## config.mk

```make
export PLATFORM = sky130hd
export DESIGN_NAME = bus_fabric
export DESIGN_NICKNAME = d
export VERILOG_FILES = /design/src/rtl/bus_fabric.sv
export SDC_FILE = /design/constraint.sdc
export NUM_CORES = 1
export LEC_CHECK = 0
export CAP_MARGIN = 20
export CORE_AREA = 2 2 192 194
export DETAILED_ROUTE_END_ITERATION = 7
export DIE_AREA = 0 0 194 196
export PLACE_DENSITY = 0.3
export SETUP_SLACK_MARGIN = 0.05
export SYNTH_ARGS = -nofsm -noshare
export SYNTH_HDL_FRONTEND = slang
export SYNTH_SLANG_ARGS = --single-unit
```

## constraint.sdc

```tcl
create_clock -name clk -period 1.7 [get_ports clk]
set_clock_uncertainty 0.15 [all_clocks]
set_input_delay 0.255 -clock clk [delete_from_list [all_inputs] [get_ports clk]]
set_output_delay 0.255 -clock clk [all_outputs]
set_load 0.1 [all_outputs]
```

## src/rtl/bus_fabric.sv

```systemverilog
// Single-master fabric to N_SLV slaves: address decode, one outstanding request, sticky first-fault capture.
// Defining BUS_FABRIC_TIMEOUT_EN adds a TMO_CYCLES response timeout; without it WAIT may last forever.
module bus_fabric #(
    parameter int                  N_SLV      = 9,
    parameter logic [N_SLV*32-1:0] SLV_BASE   = '0,
    parameter logic [N_SLV*32-1:0] SLV_MASK   = '0,
    parameter int                  TMO_CYCLES = 255
) (
    input  logic                  clk,
    input  logic                  rstn,
    input  logic [31:0]           m_addr,
    input  logic                  m_w_rb,
    input  logic [1:0]            m_acc,
    input  logic [31:0]           m_wdata,
    input  logic                  m_req,
    output logic [31:0]           m_rdata,
    output logic                  m_resp,
    output logic                  m_fault,
    output logic [2:0]            fault_cause,
    output logic [3:0]            fault_idx,
    output logic [31:0]           s_addr,
    output logic                  s_w_rb,
    output logic [1:0]            s_acc,
    output logic [31:0]           s_wdata,
    output logic [N_SLV-1:0]      s_req,
    input  logic [N_SLV-1:0]      s_resp,
    input  logic [N_SLV-1:0]      s_fault,
    input  logic [N_SLV*32-1:0]   s_rdata,
    output logic                  busy
);

    typedef enum logic [1:0] {S_IDLE, S_WAIT, S_FAULT} state_t;
    typedef enum logic [2:0] {
        C_NONE  = 3'd0,
        C_MISS  = 3'd1,
        C_SLAVE = 3'd2,
        C_TMO   = 3'd3,
        C_PROTO = 3'd4
    } cause_t;

    state_t      state;
    cause_t      cause_q;
    cause_t      det_cause;
    logic [3:0]  sel;
    logic [3:0]  idx_q;
    logic [3:0]  det_idx;
    logic [3:0]  hit_idx;
    logic        hit;
    logic [15:0] resp_pad;
    logic [15:0] fault_pad;
    logic [15:0] req_pad;
    logic [31:0] rdata_sel;
    logic        in_idle;
    logic        in_wait;
    logic        resp_sel;
    logic        issue;
    logic        tmo_hit;

    assign s_addr      = m_addr;
    assign s_w_rb      = m_w_rb;
    assign s_acc       = m_acc;
    assign s_wdata     = m_wdata;
    assign fault_cause = cause_q;
    assign fault_idx   = idx_q;

    assign in_idle  = (state == S_IDLE);
    assign in_wait  = (state == S_WAIT);
    assign resp_sel = in_wait && resp_pad[sel];
    // A request is decoded in IDLE, or in the WAIT cycle whose response frees the port.
    assign issue    = m_req && (in_idle || resp_sel);

    // Slave vectors are widened to 16 so a 4-bit index selects them for any N_SLV.
    always_comb begin
        // NOTE: every always_comb output gets a default first so no path can infer a latch.
        resp_pad  = '0;
        fault_pad = '0;
        rdata_sel = '0;
        hit       = 1'b0;
        hit_idx   = '0;
        resp_pad[N_SLV-1:0]  = s_resp;
        fault_pad[N_SLV-1:0] = s_fault;
        for (int i = 0; i < N_SLV; i++) begin
            if (4'(i) == sel) rdata_sel = s_rdata[32*i +: 32];
        end
        // Descending scan so the lowest matching index is the one left standing.
        for (int i = N_SLV - 1; i >= 0; i--) begin
            if ((m_addr & SLV_MASK[32*i +: 32]) == SLV_BASE[32*i +: 32]) begin
                hit     = 1'b1;
                hit_idx = 4'(i);
            end
        end
    end

`ifdef BUS_FABRIC_TIMEOUT_EN
    logic [15:0] tmo_cnt;
    logic [16:0] tmo_next;

    assign tmo_next = {1'b0, tmo_cnt} + 17'd1;
    assign tmo_hit  = in_wait && !resp_sel && (tmo_next == 17'(TMO_CYCLES));

    always_ff @(posedge clk or negedge rstn) begin
        if (!rstn) begin
            tmo_cnt <= '0;
        end else if (issue && hit) begin
            tmo_cnt <= '0;
        end else if (in_wait && !resp_sel) begin
            tmo_cnt <= tmo_cnt + 16'd1;
        end
    end
`else
    assign tmo_hit = 1'b0;
`endif

    // Same-cycle priority: protocol > miss > slave fault > timeout.
    always_comb begin
        det_cause = C_NONE;
        det_idx   = '0;
        if (in_wait && m_req && !resp_sel) begin
            det_cause = C_PROTO;
            det_idx   = sel;
        end else if (issue && !hit) begin
            det_cause = C_MISS;
            det_idx   = '0;
        end else if (in_wait && fault_pad[sel]) begin
            det_cause = C_SLAVE;
            det_idx   = sel;
        end else if (issue && fault_pad[hit_idx]) begin
            det_cause = C_SLAVE;
            det_idx   = hit_idx;
        end else if (tmo_hit) begin
            det_cause = C_TMO;
            det_idx   = sel;
        end
    end

    always_comb begin
        req_pad = '0;
        if (issue && hit) req_pad[hit_idx] = 1'b1;
    end

    assign s_req   = req_pad[N_SLV-1:0];
    assign m_resp  = resp_sel && (det_cause == C_NONE);
    assign m_rdata = rdata_sel;

    always_ff @(posedge clk or negedge rstn) begin
        // NOTE: state registers use non-blocking assignments so every flop samples pre-edge values.
        if (!rstn) begin
            state   <= S_IDLE;
            sel     <= '0;
            cause_q <= C_NONE;
            idx_q   <= '0;
            m_fault <= 1'b0;
            busy    <= 1'b0;
        end else if (state != S_FAULT) begin
            // FAULT is only left through reset, so the first recorded cause is never overwritten.
            if (det_cause != C_NONE) begin
                state   <= S_FAULT;
                cause_q <= det_cause;
                idx_q   <= det_idx;
                m_fault <= 1'b1;
                busy    <= 1'b0;
            end else if (issue && hit) begin
                state <= S_WAIT;
                sel   <= hit_idx;
                busy  <= 1'b1;
            end else if (resp_sel) begin
                state <= S_IDLE;
                busy  <= 1'b0;
            end
        end
    end

endmodule

```

# Word-level counts from Yosys, hierarchy flattened
# Cells that the tools add are included.
[word_totals]
reg_bits = 7
in_bits = 376
output_inout_bits = 118
wordCells = 31
[classes]
n_eq_ne = 2
mux = 10
n_reduce_logical = 15
[op_table]
columns = ["cell", "n"]
rows = [
  ["2-bit two-way mux", 5],
  ["1-bit logical AND", 7],
  ["3-bit nonzero test", 2],
  ["1-bit two-way mux", 4],
  ["2-bit AND reduction", 2],
  ["3-bit logical NOT", 1],
  ["3-bit two-way mux", 1],
  ["2-bit by 1-bit equality test with 1-bit output (second input constant)", 1],
  ["2-bit logical NOT", 1],
  ["2-bit != test (second input constant)", 1],
  ["1-bit logical NOT", 1],
  ["1-bit logical OR", 1],
]

# Logic depth before layout (Yosys ltp)
[logic_depth]
ltp_word = 11
mapped_depth = 3

# Worst setup path after synthesis
# OpenSTA, ideal clock, no wires.
[synth_path]
path_type = "reg-to-output"
from = "register state[0]"
to = "output m_resp"
arrival_ns = 3.905
required_time_ns = 1.295
path_slack_ns = -2.610
stages_incl_launch_ff = 2
path_buffers = 0
path_cell_list = "dfrtp_1 > nor4bb_1"
[synth_between]
elab_chain_cells = 10
elab_cells_between_ends = 15
[synth_lines]
columns = ["element", "line_no", "text"]
rows = [
  ["from (decl)", "41", "state_t state;"],
  ["from (signal assigned)", "148", "state <= S_IDLE;"],
  ["from (signal assigned)", "157", "state <= S_FAULT;"],
  ["from (signal assigned)", "163", "state <= S_WAIT;"],
  ["2-bit by 1-bit equality test with 1-bit output", "67", "assign in_wait = (state == S_WAIT);"],
  ["1-bit logical AND", "68", "assign resp_sel = in_wait && resp_pad[sel];"],
  ["1-bit logical OR", "70", "assign issue = m_req && (in_idle || resp_sel);"],
  ["1-bit logical AND", "70", ""],
  ["1-bit logical AND", "127", "end else if (issue && fault_pad[hit_idx]) begin"],
  ["2-bit two-way mux", "127", ""],
  ["2-bit two-way mux", "124", "end else if (in_wait && fault_pad[sel]) begin"],
  ["3-bit two-way mux", "118", "if (in_wait && m_req && !resp_sel) begin"],
  ["3-bit logical NOT", "142", "assign m_resp = resp_sel && (det_cause == C_NONE);"],
  ["1-bit logical AND (*)", "142", ""],
  ["to (decl)", "17", "output logic m_resp,"],
]
# Every way passes the cells marked *; elsewhere a longest branch is shown, timed or not.

# Final worst setup path
[layout_path]
from = "register state[1]"
to = "output m_resp"
# Same word-level chain as after synthesis.

==> results.md <==
* Via Count at 394
* Largest net degree at the start of global routing at 8
* Number of synthesized flops with an enable pin at 0
* R2R Setup Slk at 0.22 ns
* Total wire length at 4405 µm
* Net Switching at 343.0 µW
* Drt wl/cell at 8.375 µm
* Crit path required time at 1.29 ns
* Worst path cell trace: nor4bb_4, buf_4, buf_12
* Status: completed
* Total Nets Final at 434
* Max VDD drop at 0.5542 mV
* Reg power frac at 0.173
* Synth top area cells: buf_4 78%, dfrtp_1 12%, nand3b_1 1.4%
* H-tree depth at 1
* Arr. time, crit path at 1.27 ns
* Clock power frac at 0.439
* Count leader, synth: buf_4
* Bufs and invs on worst path at 2
* Overall Global Routing Usage at 0.02153
* Clock buffer depth at 2
* Min cycle time layout at 1.679 ns
* Internal power at 524.9 µW
* Worst reg2reg path startpoint: state[0]
* Largest fanout on the critical path at 5
* Hold Crit Class: input port to asynchronous set/reset pin
* Slowest CP cell: dfrtp_2
* Worst R2R Path Depth at 4
* Synth top area share at 0.7811
* Logic pwr share at 0.388
* # rows at 70
* Iteration-0 DRC Markers at 10
* Remaining antenna violation count after routing at 0
* Mapped Area at 1086 µm²
* Min Hold Slack at 0.1010 ns
* #FFs+latches synth at 5
* CP Class: flip-flop to output pin
* Final Setup Violations at 0
* Sequential fraction of the synthesis area at 0.1152
* Grt total ovfl at 0
* Clock root buffer: clkbuf_16
* Worst Setup Start Kind: flip-flop
* CTS clk-pin slew, worst paths at 0.03 ns
* Final-report hold violation count at 0
* Area Overhead vs Synth at 10.60%
* Number of global-route vias before repair at 392
* Total power at 867.9 µW
* Syn avg cell area at 8.045 µm²
* Top_reg_cell synth: dfrtp_1
* Max stage delay on crit path at 0.44 ns
* YS warnings at 0
* Die Area at 38020 µm²
* Share of post-route cells with drive strength above 1 at 0.4211
* Fmax at 595.6 MHz
* Final worst path period share at 0.9877
* Leading cell types by count after synthesis: 113 x buf_4, 5 x dfrtp_1, 3 x nor2_1
* Gp weighted congestion at 0.5648
* I/O Pins at 494
* FFs w/ async S/R, synth at 1.000
* CTS tree: built
* Post-Syn Instances at 135
* Initial antenna violation count at 1
* Power per Cell Area at 722.5 nW/µm²
* Max_cap viols at 0
* Post-DP HPWL at 4097 µm
* DRT Pass-1 Iters at 4
* IO Port Bufs at 10
* Worst-Skew Late Latency at 0.23 ns
* Delay-heaviest family, CP: flip-flops
* RSZ-0062 raised after global routing: yes
* Clk sinks at 5
* Static Leak at 0.3159 nW
* Slew Viols, Final at 0
* DRC viols at 0
* Leading area contributor after synthesis: buf_4
* Switching part of the total at 0.3952
* Vias/cell at 0.7490
* Die X at 194 µm
* Core area at 36080 µm²
* Yosys cell types at 15
* RR Endpoint: m_fault
* Die H at 196 µm
* CTS buffer count at 3
* Starting Density at 0.03010
* First-pass GRT wire length at 4961 µm
* CP Capture Type: output pin
==> worst register-to-register path, stage by stage, from the launching register on <==
cell and delay (ns):
dfrtp_4 0.48, buf_4 0.17, o21ai_2 0.15, nor2_1 0.08
or3b_1 0.34
==> placed cells by master, fill, tap and decap left out, types with 2 or more instances in the layout <==
cell	n
buf_12	6
clkbuf_16	3
conb_1	13
nand2_1	2
nor2_1	2
dlygate4sd2_1	3
nand3b_1	2
buf_4	9
dfrtp_1	3
==> area by class of cell <==
type                    count  area [µm²]
well taps                 468       585.6
fillers                  4315       34880
multi-input cells          29       180.2
flip-flops and latches      5       130.1
repair buffers             19       224.0
clock buffers               4       78.83
diodes                      1       2.502
==> per-stage QoR <==
stage                     utilization   TNS, ns  instances  instance area (µm²)  setup WS [ns]
after detailed placement      0.03048   -0.1443        519                 1100        -0.1084
after floorplan                     -   -0.5150        147                 1150        -0.5150
final                         0.03329         0        526                 1201        0.02088
after CTS                     0.03287  -0.02565        524                 1186       -0.02565
after global placement        0.03048   -0.1724        519                 1100        -0.1043
after global routing          0.03322  -0.02884        525                 1199       -0.02884
==> sequential cells by signal, indices dropped and copies added (netlist names) <==
signal       cells
fault_cause      2
state            2
m_fault          1
==> power by group through the flow <==
stage / registers (mW) / logic [mW] / clock network (mW)
floorplan: 0.248 / 1.27 / 0
global placement: 0.154 / 0.337 / 0
detailed placement: 0.153 / 0.336 / 0
CTS: 0.151 / 0.337 / 0.390
global route: 0.152 / 0.343 / 0.395
finish: 0.150 / 0.337 / 0.381
==> logic make-up (layout without fill, tap and decap cells) <==
family	count (synthesis)	count (layout)	share of synthesized area
other	1	14	0.003453
AO/OA/AOI/OAI	5	5	0.03341
AND/OR/NAND/NOR	11	11	0.06682
buffers and inverters	113	23	0.7811
flip-flops	5	5	0.1152
==> worst max-delay path by stage <==
stage,start,to,slack [ns],cells after the start
after floorplan,state[0],m_resp,-0.52,1
after CTS,state[1],m_resp,-0.03,3
final,state[1],m_resp,0.02,3
after detailed placement,s_fault[0],m_resp,-0.11,4
after global placement,s_fault[0],m_resp,-0.10,4
after global routing,state[1],m_resp,-0.03,3
==> repair_timing <==
item | in CTS | in global routing
cloned | 0 | 0
setup endpoints to repair | 2 | 2
buffers inserted | 1 | 1
hold buffers | 0 | 0
pin swaps | 2 | 2
resized for setup | 5 | 1
==> per-layer routing <==
layer,share of wire,global-route usage,vias to the layer above
li1,-,-,135
met1,0.17,0.01031,156
met2,0.42,0.03124,69
met3,0.33,0.03094,32
met4,0.068,0.01768,2
met5,0.016,0.01277,-
No activity file was read; power rests on OpenSTA's default activity.
